**src/rtl/divisor_8x4bits.sv**
```systemverilog
// Sequential restoring divider: N-bit dividend / M-bit divisor -> N-bit quotient, M-bit remainder.
// Latency: N+1 cycles from en_i sampled high in IDLE to done_o (one quotient bit per clock).
// Flow control: start is level-sensitive in IDLE; result is held in END/ERR until en_i is released.
//
// Ports:
//   clk_i        rising-edge clock
//   rst_i        asynchronous reset, active-low
//   A_i / B_i    dividend / divisor, captured only while in IDLE
//   en_i         start request (IDLE) and release handshake (END/ERR)
//   Q_o / R_o    registered quotient / remainder, held until next completion or reset
//   done_o       high in DIV_END or DIV_ERR
//   err_o        high in DIV_ERR (divide by zero)
//   fsm_state_o  current FSM state code
module divisor_8x4bits #(
  parameter int N = 8,
  parameter int M = 4
) (
  input  logic         clk_i,
  input  logic         rst_i,
  input  logic [N-1:0] A_i,
  input  logic [M-1:0] B_i,
  input  logic         en_i,
  output logic [N-1:0] Q_o,
  output logic [M-1:0] R_o,
  output logic         done_o,
  output logic         err_o,
  output logic [3:0]   fsm_state_o
);

  localparam int CW = $clog2(N + 1);

  localparam logic [3:0] DIV_IDLE = 4'd0;
  localparam logic [3:0] DIV_ITER = 4'd1;
  localparam logic [3:0] DIV_END  = 4'd2;
  localparam logic [3:0] DIV_ERR  = 4'd3;

  logic [3:0]    state;
  logic [N-1:0]  dvd;
  logic [M-1:0]  dvs;
  logic [M:0]    rem;
  logic [N-1:0]  quo;
  logic [CW-1:0] cnt;

  logic [M:0]    t;
  logic          q_bit;
  logic [M:0]    rem_nxt;
  logic [N-1:0]  quo_nxt;

  // Shift the next dividend bit into the partial remainder. rem < dvs always
  // holds between steps, so rem[M] is zero and dropping it loses nothing.
  assign t       = (M+1)'({rem, dvd[N-1]});
  assign q_bit   = (t >= {1'b0, dvs});
  assign rem_nxt = q_bit ? (t - {1'b0, dvs}) : t;
  assign quo_nxt = N'({quo, q_bit});

  always_ff @(posedge clk_i or negedge rst_i) begin
    if (!rst_i) begin
      state <= DIV_IDLE;
      dvd   <= '0;
      dvs   <= '0;
      rem   <= '0;
      quo   <= '0;
      cnt   <= '0;
      Q_o   <= '0;
      R_o   <= '0;
    end else begin
      case (state)
        DIV_IDLE: begin
          // Operands are re-captured every idle cycle so the start edge sees current inputs.
          dvd <= A_i;
          dvs <= B_i;
          rem <= '0;
          quo <= '0;
          cnt <= CW'(N);
          if (en_i) begin
            if (B_i == '0) begin
              state <= DIV_ERR;
              Q_o   <= '1;
              R_o   <= '0;
            end else begin
              state <= DIV_ITER;
            end
          end
        end
        DIV_ITER: begin
          rem <= rem_nxt;
          quo <= quo_nxt;
          dvd <= dvd << 1;
          cnt <= cnt - CW'(1);
          // Last step: publish the values computed on this edge, not the stale registers.
          if (cnt == CW'(1)) begin
            state <= DIV_END;
            Q_o   <= quo_nxt;
            R_o   <= rem_nxt[M-1:0];
          end
        end
        DIV_END, DIV_ERR: begin
          if (!en_i) state <= DIV_IDLE;
        end
        default: state <= DIV_IDLE;
      endcase
    end
  end

  assign done_o      = (state == DIV_END) || (state == DIV_ERR);
  assign err_o       = (state == DIV_ERR);
  assign fsm_state_o = state;

endmodule

```
**config.mk**
```make
export PLATFORM = sky130hd
export DESIGN_NAME = divisor_8x4bits
export DESIGN_NICKNAME = d
export VERILOG_FILES = /design/src/rtl/divisor_8x4bits.sv
export SDC_FILE = /design/constraint.sdc
export NUM_CORES = 1
export LEC_CHECK = 0
export CORE_UTILIZATION = 45
export DETAILED_ROUTE_END_ITERATION = 8
export GPL_ROUTABILITY_DRIVEN = 1
export PLACE_DENSITY = 0.69
export SYNTH_ARGS = -nofsm -noshare
export SYNTH_HDL_FRONTEND = slang
export SYNTH_SLANG_ARGS = --single-unit
```
**constraint.sdc**
```tcl
create_clock -name clk_i -period 3.4 [get_ports clk_i]
set_input_delay 0.34 -clock clk_i [delete_from_list [all_inputs] [get_ports clk_i]]
set_output_delay 0.34 -clock clk_i [all_outputs]
set_load 0.02 [all_outputs]
```
* After elaboration in Yosys (flattened, before gate mapping) *
Cells that the tools add are included.

word-level totals
  input bits = 15
  memories = 0
  ROM bits = 0
  output and inout bits = 18
  latch bits = 0
  register bits = 43
  memory bits (writable) = 0

cells by class
  reduce and logical (&&, ||, !) cells = 7
  add/subtract/negate cells = 2
  shift operators = 0
  magnitude comparators = 1
  multiplexer cells = 18
  multiply operators = 0
  eq/ne operators = 8
  div/mod/pow operators = 0
  bitwise logic cells = 0

operators by type and width
  cell                                                                    number
  8-bit case mux with 2 select lines                                      2
  4-bit two-way mux                                                       7
  8-bit two-way mux                                                       3
  4-bit case mux with 2 select lines                                      3
  7-bit case mux with 2 select lines                                      1
  4-bit case mux with 3 select lines                                      1
  4-bit by 1-bit equality test with 1-bit output (second input constant)  2
  4-bit by 2-bit equality test with 1-bit output (second input constant)  2
  4-bit zero test                                                         2
  2-bit != test (second input constant)                                   4
  5-bit by 4-bit >= comparator with 1-bit output                          1
  4-bit AND reduction                                                     1
  4-bit by 1-bit subtractor with 4-bit output (second input constant)     1
  4-bit subtractor                                                        1
  3-bit AND reduction                                                     1
  2-bit two-way mux                                                       1
  2-bit nonzero test                                                      1
  2-bit OR reduction                                                      1
  1-bit logical OR                                                        1

* Depth between registers and ports, before layout *
Gate-level depths: netlist (run 1).

  depth in word-level cells = 4
  depth in mapped cells = 9
  mapped depth without buffers = 7

* Least setup slack after synthesis (run 1) *
OpenSTA, ideal clock, no wires.

  path kind = reg2reg
  from = reg rem[1]
  to = reg R_o[1]
  clock period less this slack = 1.900 ns
  path slack = 1.500 ns
  cell stages (with the launch flop) = 7
  arrival = 1.817 ns
  setup time = 0.083 ns
  path buffers = 0
  cells stage by stage = dfrtp_1 -> ha_1 -> a21oi_1 -> o21ai_1 -> a21boi_2 -> mux2_2 -> o21ai_0

on the way
  longest elaborated chain between the ends = 4

RTL lines
  element                                         RTL line  source
  start, declared                                 40        logic [M:0] rem;
  start signal, assigned                          86        rem <= rem_nxt;
  5-bit by 4-bit >= comparator with 1-bit output  52        assign q_bit = (t >= {1'b0, dvs});
  4-bit two-way mux                               53        assign rem_nxt = q_bit ? (t - {1'b0, dvs}) : t;
  4-bit two-way mux                               91        if (cnt == CW'(1)) begin
  4-bit case mux with 2 select lines              67        case (state)
  end signal, assigned                            94        R_o <= rem_nxt[M-1:0];
  end, declared                                   24        output logic [M-1:0] R_o,

Every way passes these cells. The select of a mux whose other input is x is not followed.
A chain may end at the register's enable or synchronous reset.

* Worst setup path in the final report (run 1) *
  from = reg state[1], in the netlist fsm_state_o[1]
  to = out err_o

on the way
  longest elaborated chain between the ends = 1

RTL lines
  element                                         RTL line  source
  start, declared                                 37        logic [3:0] state;
  start signal, assigned                          58        state <= DIV_IDLE;
  start signal, assigned                          77        state <= DIV_ERR;
  start signal, assigned                          81        state <= DIV_ITER;
  4-bit by 2-bit equality test with 1-bit output  106       assign err_o = (state == DIV_ERR);
  end, declared                                   26        output logic err_o,

Every way passes these cells.

==> results of run 1 <==
[routing by layer]
metal,wire [um],GRT usage,share of wire,up-vias
li1,-,-,-,729
met1,1770,0.248,0.50,711
met2,1560,0.259,0.44,31
met3,135,0.0550,0.038,6
met4,68,0.0781,0.019,0
met5,0,0,0,-
[path summary, 6_finish.rpt]
kind,depth (start not counted),endpoint,from,slack [ns]
min in group clk_i,1,cnt[3],cnt[3],0.48
worst min-delay path,1,Q_o[7],rst_i,0.16
worst min register to register,1,cnt[3],cnt[3],0.48
max in group asynchronous,1,fsm_state_o[1],rst_i,2.67
worst max-delay path,3,err_o,fsm_state_o[1],1.06
worst max register to register,5,Q_o[0],fsm_state_o[0],1.20
[layout by cell type (no fill, tap or decap), drive strengths merged, types with 2 or more instances in the layout]
| cell type | synthesis | final |
|---|---|---|
| a21oi | 10 | 10 |
| nand2b | 2 | 2 |
| nor3 | 8 | 8 |
| dfrtp | 41 | 41 |
| nand2 | 41 | 41 |
| clkinv | 0 | 2 |
| mux2i | 8 | 8 |
| clkdlybuf4s50 | 0 | 29 |
| mux2 | 5 | 5 |
| nand3b | 2 | 2 |
| conb | 1 | 2 |
| clkbuf | 7 | 6 |
| o21ai | 31 | 31 |
| buf | 5 | 3 |
| inv | 15 | 15 |
| nor2b | 3 | 3 |
| nor2 | 2 | 2 |
| ha | 6 | 6 |
[sequential cells by signal, summed over array words and instances (netlist names)]
register / count
Q_o: 8
dvd: 8
quo: 7
R_o: 4
cnt: 4
dvs: 4
rem: 4
fsm_state_o: 2
[cell type report]
cell class | count | area (um2)
Clock buffer | 6 | 82.6
Clock inverter | 2 | 13.8
Fill cell | 374 | 1720
Inverter | 15 | 56.3
Multi-Input combinational cell | 135 | 816
Sequential cell | 41 | 1030
Tap cell | 50 | 62.6
Timing Repair Buffer | 32 | 310
[stage by stage]
stage | hold WS, ns | instances
4_1_cts | 0.201 | 281
6_report | 0.157 | 281
3_3_place_gp | 0.465 | 273
2_1_floorplan | 0.0444 | 203
3_5_place_dp | 0.470 | 273
5_1_grt | 0.251 | 281
[cells by family after synthesis]
family,synth area share
DFF,0.523
buffers and inverters,0.0637
AOI/OAI and AO/OA,0.139
adders and majority gates,0.0484
muxes,0.0733
other,0.00191
xor gates and xnor gates,0.00446
and+or+nand+nor,0.147
[worst register-to-register path, delay by kind of cell, from the launching register on]
| family | cells | cell delay [ns] |
|---|---|---|
| AO/OA/AOI/OAI | 1 | 0.69 |
| AND/OR/NAND/NOR | 2 | 0.42 |
| flip-flops | 1 | 0.40 |
| multiplexers | 1 | 0.35 |
| buffers and inverters | 1 | 0.23 |
[power groups by stage]
stage	clock network [mW]	registers, mW	logic (mW)
2_1_floorplan	0	0.925	0.726
3_3_place_gp	0	0.860	1.13
3_5_place_dp	0	0.861	1.14
4_1_cts	0.348	0.854	1.15
5_1_grt	0.370	0.879	1.28
6_report	0.339	0.850	1.14
==> impl_metrics.toml, run 1 <==
[floorplan]
die_w_um = 68.1
fp.dieH_um = 68.1
dieArea_um2 = 4630
fp-row-count = 23
initial_core_util = 0.480
coreArea_um2 = 4090
ios = 33

[synthesis]
synth_cell_types = 35
synth_area_per_cell_um2 = 9.72
synth_ff_type = "dfrtp_1"
synth_cells = 202
synth_area_leader_cell = "dfrtp_1"
ys_seq_elements = 41
synth-seq-area-share = 0.523
synth_area_um2 = 1960
synth-edff-count = 0
yosys-top-cells-count = "dfrtp_1, nand2_1, o21ai_0, inv_1, a21oi_1"
synthArstFlopShare = 1.00
ys_top_cells_by_area = "dfrtp_1, nand2_1, o21ai_0"
synth-warning-count = 0
synth_top_area_frac = 0.523

[timing]
rsz0062_at_grt = "no"
slew_viol_final = 0
setup_violations = 0
period_minus_slack_ns = 2.34
worst_slack_ns = 1.06
worstMarginPinSlew_ns = 0.893
finClkSkew_ns = 0.00966
post-route-period-util = 0.689
fmax_mhz = 427
fin_tns_setup_ns = 0
max_slew_margin = 0.405
hold_viol = 0

[finish]
finalNetCount = 252
antenna_cells = 0
post-route-util = 0.579
area_growth_pct = 20.6
final_cell_area_um2 = 2370
layout-drive-gt1-share = 0.0779

[pwr]
p_leak_nw = 1.09
p_per_area_nw_per_um2 = 983
p_switching_mw = 0.927
p_int_mw = 1.40
power_frac_clock = 0.146
fin_total_pwr_mw = 2.33
switching_share = 0.398
peakVddDrop_mv = 0.354
combPwrFrac = 0.489
seqPwrFrac = 0.365

[grt]
grt.total_usage = 0.180
overflow = 0
grt_pass1_wl_um = 5890
antenna_found_initial = 0
grt_max_degree = 42
grt_pass1_vias = 1249

[placed_design]
io_buffer_count = 30
gp_congestion = 0.756
place_ws_ns = 1.06
dpl_cell_area_um2 = 2270
hpwl_um = 2370

[worst_setup_path]
crit_buf_inv = 2
arrival_ns = 2.00
critPathMaxStageDelay_ns = 0.60
critical_path.top_delay_family = "buffers and inverters"
crit_required_ns = 3.06
endpoint_kind = "output port"
worstSetupPathType = "register to output port"
crit_chain = "buf_4 -> and2_1 -> clkdlybuf4s50_1"
crit_path_top_delay_cell = "dfrtp_1"
crit_path_start_kind = "register"
path_max_fanout = 30

[detailed_routing]
firstDrtPassIters = 4
drc = 0
initialDrtViolationCount = 106
vias = 1477
wire_per_inst_um = 12.6
drt_wl_total_um = 3530
antenna_left = 0
viasPerCell = 5.26

[outcome]
status = "finished, final reports clean"

[clock_tree]
postCtsSetupRepairBufs = 0
clk_latency_ns = 0.30
cts_tree = "built"
cts-root-buf = "clkbuf_8"
cts_buffer_depth = 2
clock_sinks = 41
numCtsBuffers = 5
cts_hold_buf = 0
ctsHtreeMaxLevel = 2
path_clk_slew_ns = 0.08
post_cts_resized = 0

[worst_hold_path]
hold_path.class = "input pin to async pin"

[run]
maxCapViolations = 0
Power figures use the tool's default switching activity.
==> run 2: changes to the inputs <==
PLACE_DENSITY = 0.72   (was 0.69)
clock period = 2.14 ns   (was 3.4 ns; I/O delays follow)
==> run 2 against run 1 <==
First-iteration DRC count is 40% lower. Global-route usage grew 1.7 points. Worst setup slack lost 0.98 ns. Register-to-register slack worse by 1.0 ns. Worst hold slack worse by 0.12 ns.
==> impl_metrics.toml, run 2 (synthesis gave the netlist of run 1 again) <==
[finish]
layout_common_cells = "dfrtp_1, nand2_1, o21ai_0, clkdlybuf4s50_1, inv_1"
post-route-util = 0.597
n_fill_cell = 379
antenna_cells = 0
final_cells = 286
layout-drive-gt1-share = 0.0975
largestRegisters = "Q_o (8), dvd (8), quo (7)"
regArea_um2 = 1030
multiInputGateArea_um2 = 816
area_growth_pct = 24.3
finalNetCount = 257

[grt]
grt_pass1_wl_um = 6610
overflow = 0
grt_max_degree = 42
antenna_found_initial = 0
grt_pass1_vias = 1385
grt.total_usage = 0.197

[worst_setup_path]
path_max_fanout = 18
endpoint_kind = "output port"
arrival_ns = 1.85
crit_path_top_delay_cell = "clkdlybuf4s50_1"
crit_buf_inv = 2
crit_chain = "buf_4 -> and2_1 -> clkdlybuf4s50_1"
worstSetupPathType = "register to output port"
critPathMaxStageDelay_ns = 0.60
crit_required_ns = 1.93
critical_path.top_delay_family = "buffers and inverters"
crit_path_start_kind = "register"

[clock_tree]
path_clk_slew_ns = 0.08
clk_latency_ns = 0.30
clock_sinks = 41
cts_hold_buf = 0
cts_buffer_depth = 2
post_cts_resized = 0
numCtsBuffers = 5
postCtsSetupRepairBufs = 0
cts-root-buf = "clkbuf_8"
ctsHtreeMaxLevel = 2
cts_tree = "built"

[timing]
hold_viol = 0
fmax_mhz = 486
worstMarginPinSlew_ns = 0.904
finClkSkew_ns = 0.0101
max_slew_margin = 0.397
period_minus_slack_ns = 2.06
rsz0062_at_grt = "no"
slew_viol_final = 0
whs_ns = 0.0384
fin_tns_setup_ns = 0
post-route-period-util = 0.962
setup_violations = 0

[detailed_routing]
viasPerCell = 5.15
antenna_left = 0
drc = 0
drt_wl_total_um = 3860
wire_per_inst_um = 13.5
firstDrtPassIters = 5
initialDrtViolationCount = 64
vias = 1474

[pwr]
switching_share = 0.388
p_per_area_nw_per_um2 = 1620
power_frac_clock = 0.166
p_leak_nw = 1.13
combPwrFrac = 0.487
p_switching_mw = 1.53
peakVddDrop_mv = 0.702
fin_total_pwr_mw = 3.95
seqPwrFrac = 0.347
p_int_mw = 2.42

[floorplan]
die_w_um = 68.1
coreArea_um2 = 4090
fp.dieH_um = 68.1
initial_core_util = 0.480
ios = 33
fp-row-count = 23
dieArea_um2 = 4630

[placed_design]
gp_congestion = 0.827
io_buffer_count = 30
place_inst = 278
hpwl_um = 2720

[outcome]
status = "finished, final reports clean"

[worst_hold_path]
hold_path.class = "input pin to async pin"

[run]
maxCapViolations = 0
run 2: final timing paths:
check	to	slack [ns]	startpoint	cells after the start
setup / recovery	err_o	0.08	fsm_state_o[0]	3
hold / removal	dvd[3]	0.04	rst_i	1
setup reg to reg	R_o[0]	0.16	rem[1]	6
hold reg to reg	dvd[7]	0.49	dvd[7]	2
max in group asynchronous	fsm_state_o[1]	1.53	rst_i	1
min in group clk_i	dvd[7]	0.49	dvd[7]	2
run 2: through the flow:
stage | instance area [um2] | setup slack (ns)
after floorplan | 1970 | 0.240
after global placement | 2320 | 0.152
after detailed placement | 2320 | 0.112
after CTS | 2440 | 0.0653
after global routing | 2440 | 0.0122
final | 2440 | 0.0805
run 2: cell type report:
type,instances,area share
inverter,15,0.0231
clock buffer,6,0.0338
clock inverter,2,0.0154
timing repair buffer,37,0.148
multi-input combinational,135,0.334
sequential,41,0.420
tap,50,0.0256
run 2: layer usage:
| metal | share of wire | global-route usage | vias to the layer above |
|---|---|---|---|
| met1 | 0.49 | 0.273 | 697 |
| met4 | 0.013 | 0.0625 | 0 |
| met3 | 0.041 | 0.0500 | 6 |
| met5 | 0 | 0 | - |
| li1 | - | - | 739 |
| met2 | 0.45 | 0.300 | 32 |
run 2: power by group through the flow:
stage          Combinational [mW]  Clock [mW]  Sequential, mW
3_5_place_dp                 1.93           0            1.39
4_1_cts                      1.94       0.668            1.37
5_1_grt                      2.14       0.700            1.42
3_3_place_gp                 1.87           0            1.38
2_1_floorplan                1.15           0            1.47
6_report                     1.92       0.656            1.37
==> run 3: changes to the inputs <==
CAP_MARGIN = 20   (was unset)
REMOVE_ABC_BUFFERS = 1   (was unset)
==> run 3 against run 2 <==
Clock-buffer cell count unchanged. Flip-flop and latch count unchanged. Fmax increased by 4.5%. Highest routed layer unchanged.
==> impl_metrics.toml, run 3 (synthesis gave the netlist of run 1 again) <==
[clock_tree]
post_cts_resized = 0
clk_latency_ns = 0.29
clock_sinks = 41
ctsHtreeMaxLevel = 2
cts-root-buf = "clkbuf_8"
cts_tree = "built"
numCtsBuffers = 5
path_clk_slew_ns = 0.08
cts_buffer_depth = 2

[worst_setup_path]
crit_required_ns = 2.32
path_max_fanout = 4
crit_path_start_kind = "register"
arrival_ns = 2.15
worstSetupPathType = "register to register"
endpoint_kind = "register"

[pwr]
combPwrFrac = 0.518
p_switching_mw = 1.53
power_frac_clock = 0.128
p_per_area_nw_per_um2 = 1570
seqPwrFrac = 0.354
switching_share = 0.397
fin_total_pwr_mw = 3.85
peakVddDrop_mv = 0.610
p_int_mw = 2.32
p_leak_nw = 1.15

[finish]
finalNetCount = 264
area_growth_pct = 25.2
layout_common_cells = "dfrtp_1, nand2_1, o21ai_0, clkdlybuf4s50_1, inv_1"
layout-drive-gt1-share = 0.115
largestRegisters = "Q_o (8), dvd (8), quo (7)"
n_fill_cell = 361
final_cell_area_um2 = 2460
antenna_cells = 0

[worst_hold_path]
hold_path.class = "input pin to async pin"

[grt]
grt_pass1_wl_um = 6330
grt.total_usage = 0.191
overflow = 0
grt_pass1_vias = 1325
antenna_found_initial = 0
grt_max_degree = 22

[placed_design]
io_buffer_count = 30
hpwl_um = 2770
gp_congestion = 0.845
dpl_cell_area_um2 = 2360

[timing]
rsz0062_at_grt = "no"
worstMarginPinSlew_ns = 0.519
setup_violations = 0
slew_viol_final = 0
max_slew_margin = 0.654
hold_viol = 0
fmax_mhz = 507
finClkSkew_ns = 0.00618
period_minus_slack_ns = 1.97
post-route-period-util = 0.921

[detailed_routing]
antenna_left = 0
wire_per_inst_um = 13.2
initialDrtViolationCount = 96
drc = 0
vias = 1457
firstDrtPassIters = 4
drt_wl_total_um = 3860
viasPerCell = 4.97

[floorplan]
dieArea_um2 = 4630
fp-row-count = 23
initial_core_util = 0.480
die_w_um = 68.1
ios = 33
coreArea_um2 = 4090
fp.dieH_um = 68.1

[run]
maxCapViolations = 0

[outcome]
status = "finished, final reports clean"
run 3: cell count changes in the layout (fill, tap and decap cells not counted):
cell	before	now
buf_4	6	12
bufinv_16	1	0
clkbuf_1	0	1
clkbuf_8	6	5
clkinv_2	0	2
clkinvlp_4	1	0
dlygate4sd3_1	0	1
run 3: power groups by stage:
stage,Sequential [mW],Clock [mW],Combinational [mW]
after floorplan,1.55,0,1.03
after global placement,1.37,0,1.91
after detailed placement,1.38,0,1.97
after CTS,1.36,0.505,1.98
after global routing,1.41,0.545,2.21
final,1.36,0.494,1.99
run 3: layout make-up:
cell class                      count  area (um2)  share of cell area
Inverter                           15        56.3              0.0229
Clock inverter                      2        10.0             0.00407
Clock buffer                        6        72.6              0.0295
Multi-Input combinational cell    135         816               0.332
Timing Repair Buffer               44         415               0.169
Tap cell                           50        62.6              0.0254
Sequential cell                    41        1030               0.417
run 3: metrics by stage:
stage,std cells,setup TNS (ns),util,setup WS (ns),hold WS [ns]
floorplan,191,-0.793,-,-0.230,-0.0816
CTS,292,0,0.600,0.140,0.394
detailed placement,283,0,0.577,0.0956,0.174
global placement,283,0,0.577,0.146,0.172
global route,293,0,0.602,0.00821,0.421
finish,293,0,0.602,0.169,0.377
run 3: repair_timing:
| action | 4_1_cts | 5_1_grt |
|---|---|---|
| setup buffers | 0 | 1 |
| hold buffers | 1 | 0 |
| hold endpoints to repair | 16 | 0 |
| endpoints found under the setup margin | 0 | 1 |
run 3: worst paths after layout:
check	from	end	slack [ns]	depth (start not counted)
max	rem[1]	R_o[2]	0.17	7
min	rst_i	rem[3]	0.38	2
max reg2reg	rem[1]	R_o[2]	0.17	7
min reg2reg	rem[3]	rem[3]	0.48	1
max in group asynchronous	rst_i	dvd[3]	1.21	3
min in group clk_i	A_i[0]	dvd[0]	0.48	3
run 3: critical path, stage by stage, from the launching register on:
cell      delay (ns)
dfrtp_1         0.40
ha_1            0.35
a21oi_1         0.20
o21ai_1         0.14
a21boi_2        0.25
buf_4           0.16
mux2i_1         0.24
o21ai_0         0.10
run 3: layer usage:
layer | up-vias | track usage | routed length (um)
li1 | 747 | - | -
met1 | 668 | 0.270 | 1940
met4 | 0 | 0.0833 | 76
met3 | 9 | 0.0417 | 129
met5 | - | 0 | 0
met2 | 33 | 0.281 | 1720
